$ cat config.mk
export PLATFORM = sky130hd
export DESIGN_NAME = ram_arbiter
export DESIGN_NICKNAME = d
export VERILOG_FILES = /design/src/rtl/ram_arb_pkg.sv /design/src/rtl/ram_arb_pick.sv /design/src/rtl/ram_arbiter.sv
export SDC_FILE = /design/constraint.sdc
export NUM_CORES = 1
export LEC_CHECK = 0
export CORE_AREA = 10 10 131 121
export DETAILED_ROUTE_END_ITERATION = 10
export DIE_AREA = 0 0 141 131
export HOLD_SLACK_MARGIN = 0.02
export PLACE_DENSITY = 0.73
export SYNTH_ARGS = -nofsm -noshare
export SYNTH_HDL_FRONTEND = slang
export SYNTH_SLANG_ARGS = --single-unit
$ cat constraint.sdc
create_clock -name i_clock -period 2.05 [get_ports i_clock]
set_input_delay 0.205 -clock i_clock [delete_from_list [all_inputs] [get_ports i_clock]]
set_output_delay 0.205 -clock i_clock [all_outputs]
set_load 0.02 [all_outputs]
$ cat src/rtl/ram_arb_pkg.sv
// Shared types and default sizes for the RAM port arbiter.
package ram_arb_pkg;

  localparam int unsigned DEF_NUM_REQ = 3;
  localparam int unsigned DEF_ADDR_W  = 16;
  localparam int unsigned DEF_RAM_AW  = 14;

  // Tag and request fields are sized for the largest supported configuration.
  localparam int unsigned MAX_NUM_REQ = 8;
  localparam int unsigned ID_W        = $clog2(MAX_NUM_REQ);
  localparam int unsigned MAX_ADDR_W  = 32;

  typedef struct packed {
    logic            valid;
    logic [ID_W-1:0] id;
  } tag_t;

  typedef struct packed {
    logic                  write;
    logic                  lock;
    logic [MAX_ADDR_W-1:0] addr;
    logic [31:0]           wdata;
    logic [3:0]            byteena;
  } req_t;

endpackage

$ cat src/rtl/ram_arb_pick.sv
// Combinational winner select for ram_arbiter: lock owner first, then priority.
// Optional feature macro: RAM_ARB_RR_EN (round-robin from i_ptr); default is lowest index wins.
module ram_arb_pick
  import ram_arb_pkg::*;
#(
  parameter int unsigned NUM_REQ = DEF_NUM_REQ,
  parameter int unsigned IDW     = $clog2(NUM_REQ)
) (
  input  logic [NUM_REQ-1:0] i_valid,
`ifdef RAM_ARB_RR_EN
  input  logic [IDW-1:0]     i_ptr,
`endif
  input  logic               i_lock_vld,
  input  logic [IDW-1:0]     i_lock_own,
  output logic [NUM_REQ-1:0] o_grant,
  output logic [IDW-1:0]     o_idx
);

  // Loops run high-to-low so the last hit, i.e. the highest priority, wins.
  always_comb begin
    o_grant = '0;
    o_idx   = '0;
    if (i_lock_vld) begin
      if (i_valid[i_lock_own]) begin
        o_grant[i_lock_own] = 1'b1;
        o_idx               = i_lock_own;
      end
    end else begin
`ifdef RAM_ARB_RR_EN
      for (int i = NUM_REQ - 1; i >= 0; i--) begin
        if (i_valid[i] && (IDW'(i) < i_ptr)) begin
          o_grant    = '0;
          o_grant[i] = 1'b1;
          o_idx      = IDW'(i);
        end
      end
      for (int i = NUM_REQ - 1; i >= 0; i--) begin
        if (i_valid[i] && (IDW'(i) >= i_ptr)) begin
          o_grant    = '0;
          o_grant[i] = 1'b1;
          o_idx      = IDW'(i);
        end
      end
`else
      for (int i = NUM_REQ - 1; i >= 0; i--) begin
        if (i_valid[i]) begin
          o_grant    = '0;
          o_grant[i] = 1'b1;
          o_idx      = IDW'(i);
        end
      end
`endif
    end
  end

endmodule

$ cat src/rtl/ram_arbiter.sv
// Shares one RAM port between NUM_REQ masters with burst lock and 2-cycle read return.
// Optional feature macro: RAM_ARB_RR_EN selects round-robin arbitration.
module ram_arbiter
  import ram_arb_pkg::*;
#(
  parameter int unsigned NUM_REQ = DEF_NUM_REQ,
  parameter int unsigned ADDR_W  = DEF_ADDR_W,
  parameter int unsigned RAM_AW  = DEF_RAM_AW
) (
  input  logic                      i_clock,
  input  logic                      i_reset,
  input  logic [NUM_REQ-1:0]        i_req_valid,
  output logic [NUM_REQ-1:0]        o_req_ready,
  input  logic [NUM_REQ-1:0]        i_req_write,
  input  logic [NUM_REQ-1:0]        i_req_lock,
  input  logic [NUM_REQ*ADDR_W-1:0] i_req_addr,
  input  logic [NUM_REQ*32-1:0]     i_req_wdata,
  input  logic [NUM_REQ*4-1:0]      i_req_byteena,
  output logic [NUM_REQ-1:0]        o_rsp_valid,
  output logic [31:0]               o_rsp_rdata,
  output logic [RAM_AW-1:0]         o_ram_address,
  output logic [31:0]               o_ram_data,
  output logic [3:0]                o_ram_byteena,
  output logic                      o_ram_wren,
  input  logic [31:0]               i_ram_q
);

  localparam int unsigned IDW = $clog2(NUM_REQ);

  logic [NUM_REQ-1:0] w_grant;
  logic [IDW-1:0]     w_idx;
  logic               w_xfer;
  req_t               w_sel;
  logic               w_unused_addr;

  logic               r_lock_vld;
  logic [IDW-1:0]     r_lock_own;
  logic [RAM_AW-1:0]  r_ram_address;
  logic [31:0]        r_ram_data;
  logic [3:0]         r_ram_byteena;
  logic               r_ram_wren;
  tag_t               r_tag1;
  tag_t               r_tag2;

`ifdef RAM_ARB_RR_EN
  logic [IDW-1:0]     r_ptr;
`endif

  ram_arb_pick #(
    .NUM_REQ (NUM_REQ),
    .IDW     (IDW)
  ) u_pick (
    .i_valid    (i_req_valid),
`ifdef RAM_ARB_RR_EN
    .i_ptr      (r_ptr),
`endif
    .i_lock_vld (r_lock_vld),
    .i_lock_own (r_lock_own),
    .o_grant    (w_grant),
    .o_idx      (w_idx)
  );

  always_comb begin
    w_sel.write   = i_req_write[w_idx];
    w_sel.lock    = i_req_lock[w_idx];
    w_sel.addr    = MAX_ADDR_W'(i_req_addr[w_idx*ADDR_W +: ADDR_W]);
    w_sel.wdata   = i_req_wdata[w_idx*32 +: 32];
    w_sel.byteena = i_req_byteena[w_idx*4 +: 4];
  end

  assign w_xfer        = |w_grant;
  assign o_req_ready   = i_reset ? '0 : w_grant;
  assign w_unused_addr = ^{w_sel.addr[MAX_ADDR_W-1:RAM_AW+2], w_sel.addr[1:0]};

  // Lock follows the lock bit of every transfer; only the owner can transfer while held.
  always_ff @(posedge i_clock or posedge i_reset) begin
    if (i_reset) begin
      r_lock_vld <= 1'b0;
      r_lock_own <= '0;
    end else if (w_xfer) begin
      r_lock_vld <= w_sel.lock;
      r_lock_own <= w_idx;
    end
  end

`ifdef RAM_ARB_RR_EN
  always_ff @(posedge i_clock or posedge i_reset) begin
    if (i_reset) begin
      r_ptr <= '0;
    end else if (w_xfer && !r_lock_vld) begin
      r_ptr <= (w_idx == IDW'(NUM_REQ - 1)) ? '0 : w_idx + 1'b1;
    end
  end
`endif

  always_ff @(posedge i_clock or posedge i_reset) begin
    if (i_reset) begin
      r_ram_address <= '0;
      r_ram_data    <= '0;
      r_ram_byteena <= '0;
      r_ram_wren    <= 1'b0;
    end else begin
      r_ram_wren <= w_xfer && w_sel.write;
      if (w_xfer) begin
        r_ram_address <= w_sel.addr[RAM_AW+1:2];
        r_ram_data    <= w_sel.wdata;
        r_ram_byteena <= w_sel.byteena;
      end
    end
  end

  // Tag stage 2 lines up with the RAM's registered read data.
  always_ff @(posedge i_clock or posedge i_reset) begin
    if (i_reset) begin
      r_tag1 <= '0;
      r_tag2 <= '0;
    end else begin
      r_tag1.valid <= w_xfer && !w_sel.write;
      r_tag1.id    <= ID_W'(w_idx);
      r_tag2       <= r_tag1;
    end
  end

  always_comb begin
    o_rsp_valid = '0;
    for (int i = 0; i < NUM_REQ; i++) begin
      o_rsp_valid[i] = r_tag2.valid && (r_tag2.id == ID_W'(i));
    end
  end

  assign o_rsp_rdata   = i_ram_q;
  assign o_ram_address = r_ram_address;
  assign o_ram_data    = r_ram_data;
  assign o_ram_byteena = r_ram_byteena;
  assign o_ram_wren    = r_ram_wren;

endmodule

==> results of run 1 <==
[per-layer routing]
layer / part of all wire, % / vias up
li1: - / 1581
met1: 40 / 1503
met2: 45 / 173
met3: 12 / 27
met4: 2.0 / 0
met5: 0 / -
[timing repair]
action | in CTS | in global routing
resized for setup | 2 | 0
hold endpoints to repair | 0 | 0
setup endpoints to repair | 2 | 0
[cell usage in the layout (no fill, tap or decap), types with 2 or more instances in the layout]
| master | instances |
|---|---|
| nand2b_1 | 3 |
| nor3_1 | 2 |
| clkdlybuf4s50_1 | 215 |
| buf_4 | 9 |
| dfrtp_1 | 60 |
| clkbuf_16 | 9 |
| nor2_1 | 6 |
| clkbuf_8 | 3 |
| nand2_1 | 51 |
| o21ai_0 | 3 |
| buf_12 | 7 |
| clkinv_2 | 2 |
| mux2i_1 | 51 |
| dlygate4sd2_1 | 2 |
| and3b_1 | 2 |
| o221ai_2 | 49 |
| inv_1 | 53 |
[final cells by class]
type / instances / area [sq um]
clock buffers: 12 / 267
clock inverters: 2 / 10.0
well taps: 168 / 210
repair buffers: 233 / 2380
flip-flops and latches: 60 / 1500
fillers: 1223 / 6870
multi-input cells: 182 / 1670
inverters: 55 / 210
[power by group through the flow]
stage	logic [mW]	registers (mW)	clock network [mW]
finish	4.88	2.11	1.40
floorplan	2.41	2.71	0
detailed placement	4.99	2.13	0
CTS	4.99	2.12	1.45
global placement	4.90	2.08	0
global route	5.24	2.19	1.50
[worst max-delay path, cell delays in order, from the launching register on]
cell and delay [ns]:
dfrtp_1 0.43, buf_4 0.18, and3b_1 0.19, o21ai_4 0.20, nor2_1 0.05, dlygate4sd2_1 0.32
[logic make-up after synthesis]
group	count (synthesis)	synth area share (%)
AOI/OAI and AO/OA	61	22.1
DFF	60	40.0
buffers and inverters	110	16.0
and+or+nand+nor	69	7.97
muxes	52	13.9
[worst min path at each step]
| stage | cells after the start | to | slack [ns] |
|---|---|---|---|
| global route | 0 | r_tag2[1] | 0.35 |
| detailed placement | 0 | r_tag2[3] | 0.34 |
| floorplan | 1 | o_ram_address[0] | 0.31 |
| CTS | 0 | r_tag2[3] | 0.35 |
| finish | 0 | r_tag2[1] | 0.34 |
| global placement | 0 | r_tag2[1] | 0.33 |
[per-stage QoR]
step / total power [mW] / area, sq um / worst slack (ns)
2_1_floorplan: 5.12 / 3760 / 0.287
3_3_place_gp: 6.98 / 5970 / -0.000141
3_5_place_dp: 7.12 / 5970 / -0.0183
4_1_cts: 8.56 / 6250 / 0.131
5_1_grt: 8.93 / 6250 / 0.0593
6_report: 8.38 / 6250 / 0.155
[registers in the layout (all words and copies together), names as in the netlist]
| register | flops |
|---|---|
| o_ram_data | 32 |
| o_ram_address | 14 |
| o_ram_byteena | 4 |
| r_tag1 | 3 |
| r_tag2 | 3 |
| r_lock_own | 2 |
| o_ram_wren | 1 |
| r_lock_vld | 1 |
==> reports/results.ini, run 1 <==
[clocking]
clockBufferDepth = 2
cts_tree = done
cts_setup_buffers = 0
clock_latency_ns = 0.32
clkTransAtPathRegs_ns = 0.05
numCtsBuffers = 9
cts_root_buffer = clkbuf_16
ctsHoldBuffers = 0
clock_sink_count = 60
cts_max_level = 3

[yosys]
yosys_warnings = 0
synth.avg_cell_area_sq_um = 10.7
ys_async_sr_fraction_pct = 100
yosysSeqAreaShare_pct = 40.0
synth.most_common_cell = dfrtp_1
ys.flop_type = dfrtp_1
synth_top_area_share_pct = 40.0
synth_cells = 352
synth_area_sq_mm = 0.00375
synth_edf_count = 0
synth-seq-cells = 60
ys_top_cells_by_area = dfrtp_1 40%, o221ai_2 20%, mux2i_1 14%, buf_4 6.6%, inv_1 5.4%
syn_nets = 551
yosysUniqueCellTypes = 29
synthTopCellsByCount = 60 x dfrtp_1, 54 x inv_1, 51 x mux2i_1, 51 x nand2_1, 49 x o221ai_2
yosysTopAreaCell = dfrtp_1

[power_and_ir_drop]
pwr-share-clk_pct = 16.7
seqPwrFrac_pct = 25.1
power_density_mw_per_mm2 = 1340
combinationalPowerShare_pct = 58.2
intPower_mw = 5.05
netSwitchingFraction_pct = 39.7
peakVddDrop_mv = 0.566
p_switching_mw = 3.33
cellLeakagePower_nw = 2.82

[run]
maxCapViolations = 0

[setup_path]
required_ns = 1.85
ff2ff_setup_slack_ns = 0.19
crit_path_end_kind = output pin
r2r_end = o_ram_data[21]
arrival_ns = 1.69
timing.critical_path.from_type = flop
path_class = flop to output pin
reg2reg_depth = 6
critPathLaunch = r_lock_vld
cp_max_fo = 7
r2r_start = r_lock_vld
critPathCapture = o_req_ready[1]

[grt]
grt_pass1_vias = 3546
overflow = 0
grt_start_max_net_pins = 61
busiest_layer = met2
antenna_found_initial = 0
grt_first_pass_wirelength_um = 19100
met3_usage_pct = 7.68
use_met1_pct = 14.1
met2_usage_pct = 21.0
grt.total_usage_pct = 13.2

[drt]
drtPass1Iterations = 4
wl_per_cell_um = 17.8
drc_errors = 0
via_per_inst = 4.61
dr_total_vias = 3284
ant_nets = 0
wl_um = 12700
drtIter0Drc = 81

[placed_design]
portBuffers = 217
place_congestion = 0.818
dpl.cell_count = 698
dp_hpwl_um = 10300

[die]
core-area_sq_mm = 0.0131
dieWidth_um = 141
die_area_sq_mm = 0.0185
initial_core_util_pct = 28.6
rows = 40
io_pins = 288
die_height_um = 131

[timing]
slew_headroom_pct = 48.1
fin_crit_sh_pct = 92.5
setup_viol = 0
finalSetupTns_ns = 0
hold_viol = 0
worst_pin_slew_ns = 0.779
timing.hold.ws_ns = 0.344
fmax_ghz = 0.528
finalMaxSlewViolations = 0
rsz0062_at_grt = no
finClkSkew_ns = 0.00251
fin_crit_ns = 1.90

[worst_hold_path]
min_path_type = flop to flop
worstHoldStart = r_tag1[1]

[cells_and_area]
fin_cells = 712
n_antenna_cell = 0
final_core_util_pct = 47.6
drive_above_1_share_pct = 15.8
syn2layout_area_growth_pct = 66.4
nNetsFinal = 740

[outcome]
outcome = complete, no violations

Note: power is estimated with default switching activity, not from simulation.
==> run 2: changes to the inputs <==
Settings changed: CAP_MARGIN set to 15.
==> results of run 2 <==
The final DEF is identical to that of run 1; final timing and power are the same.
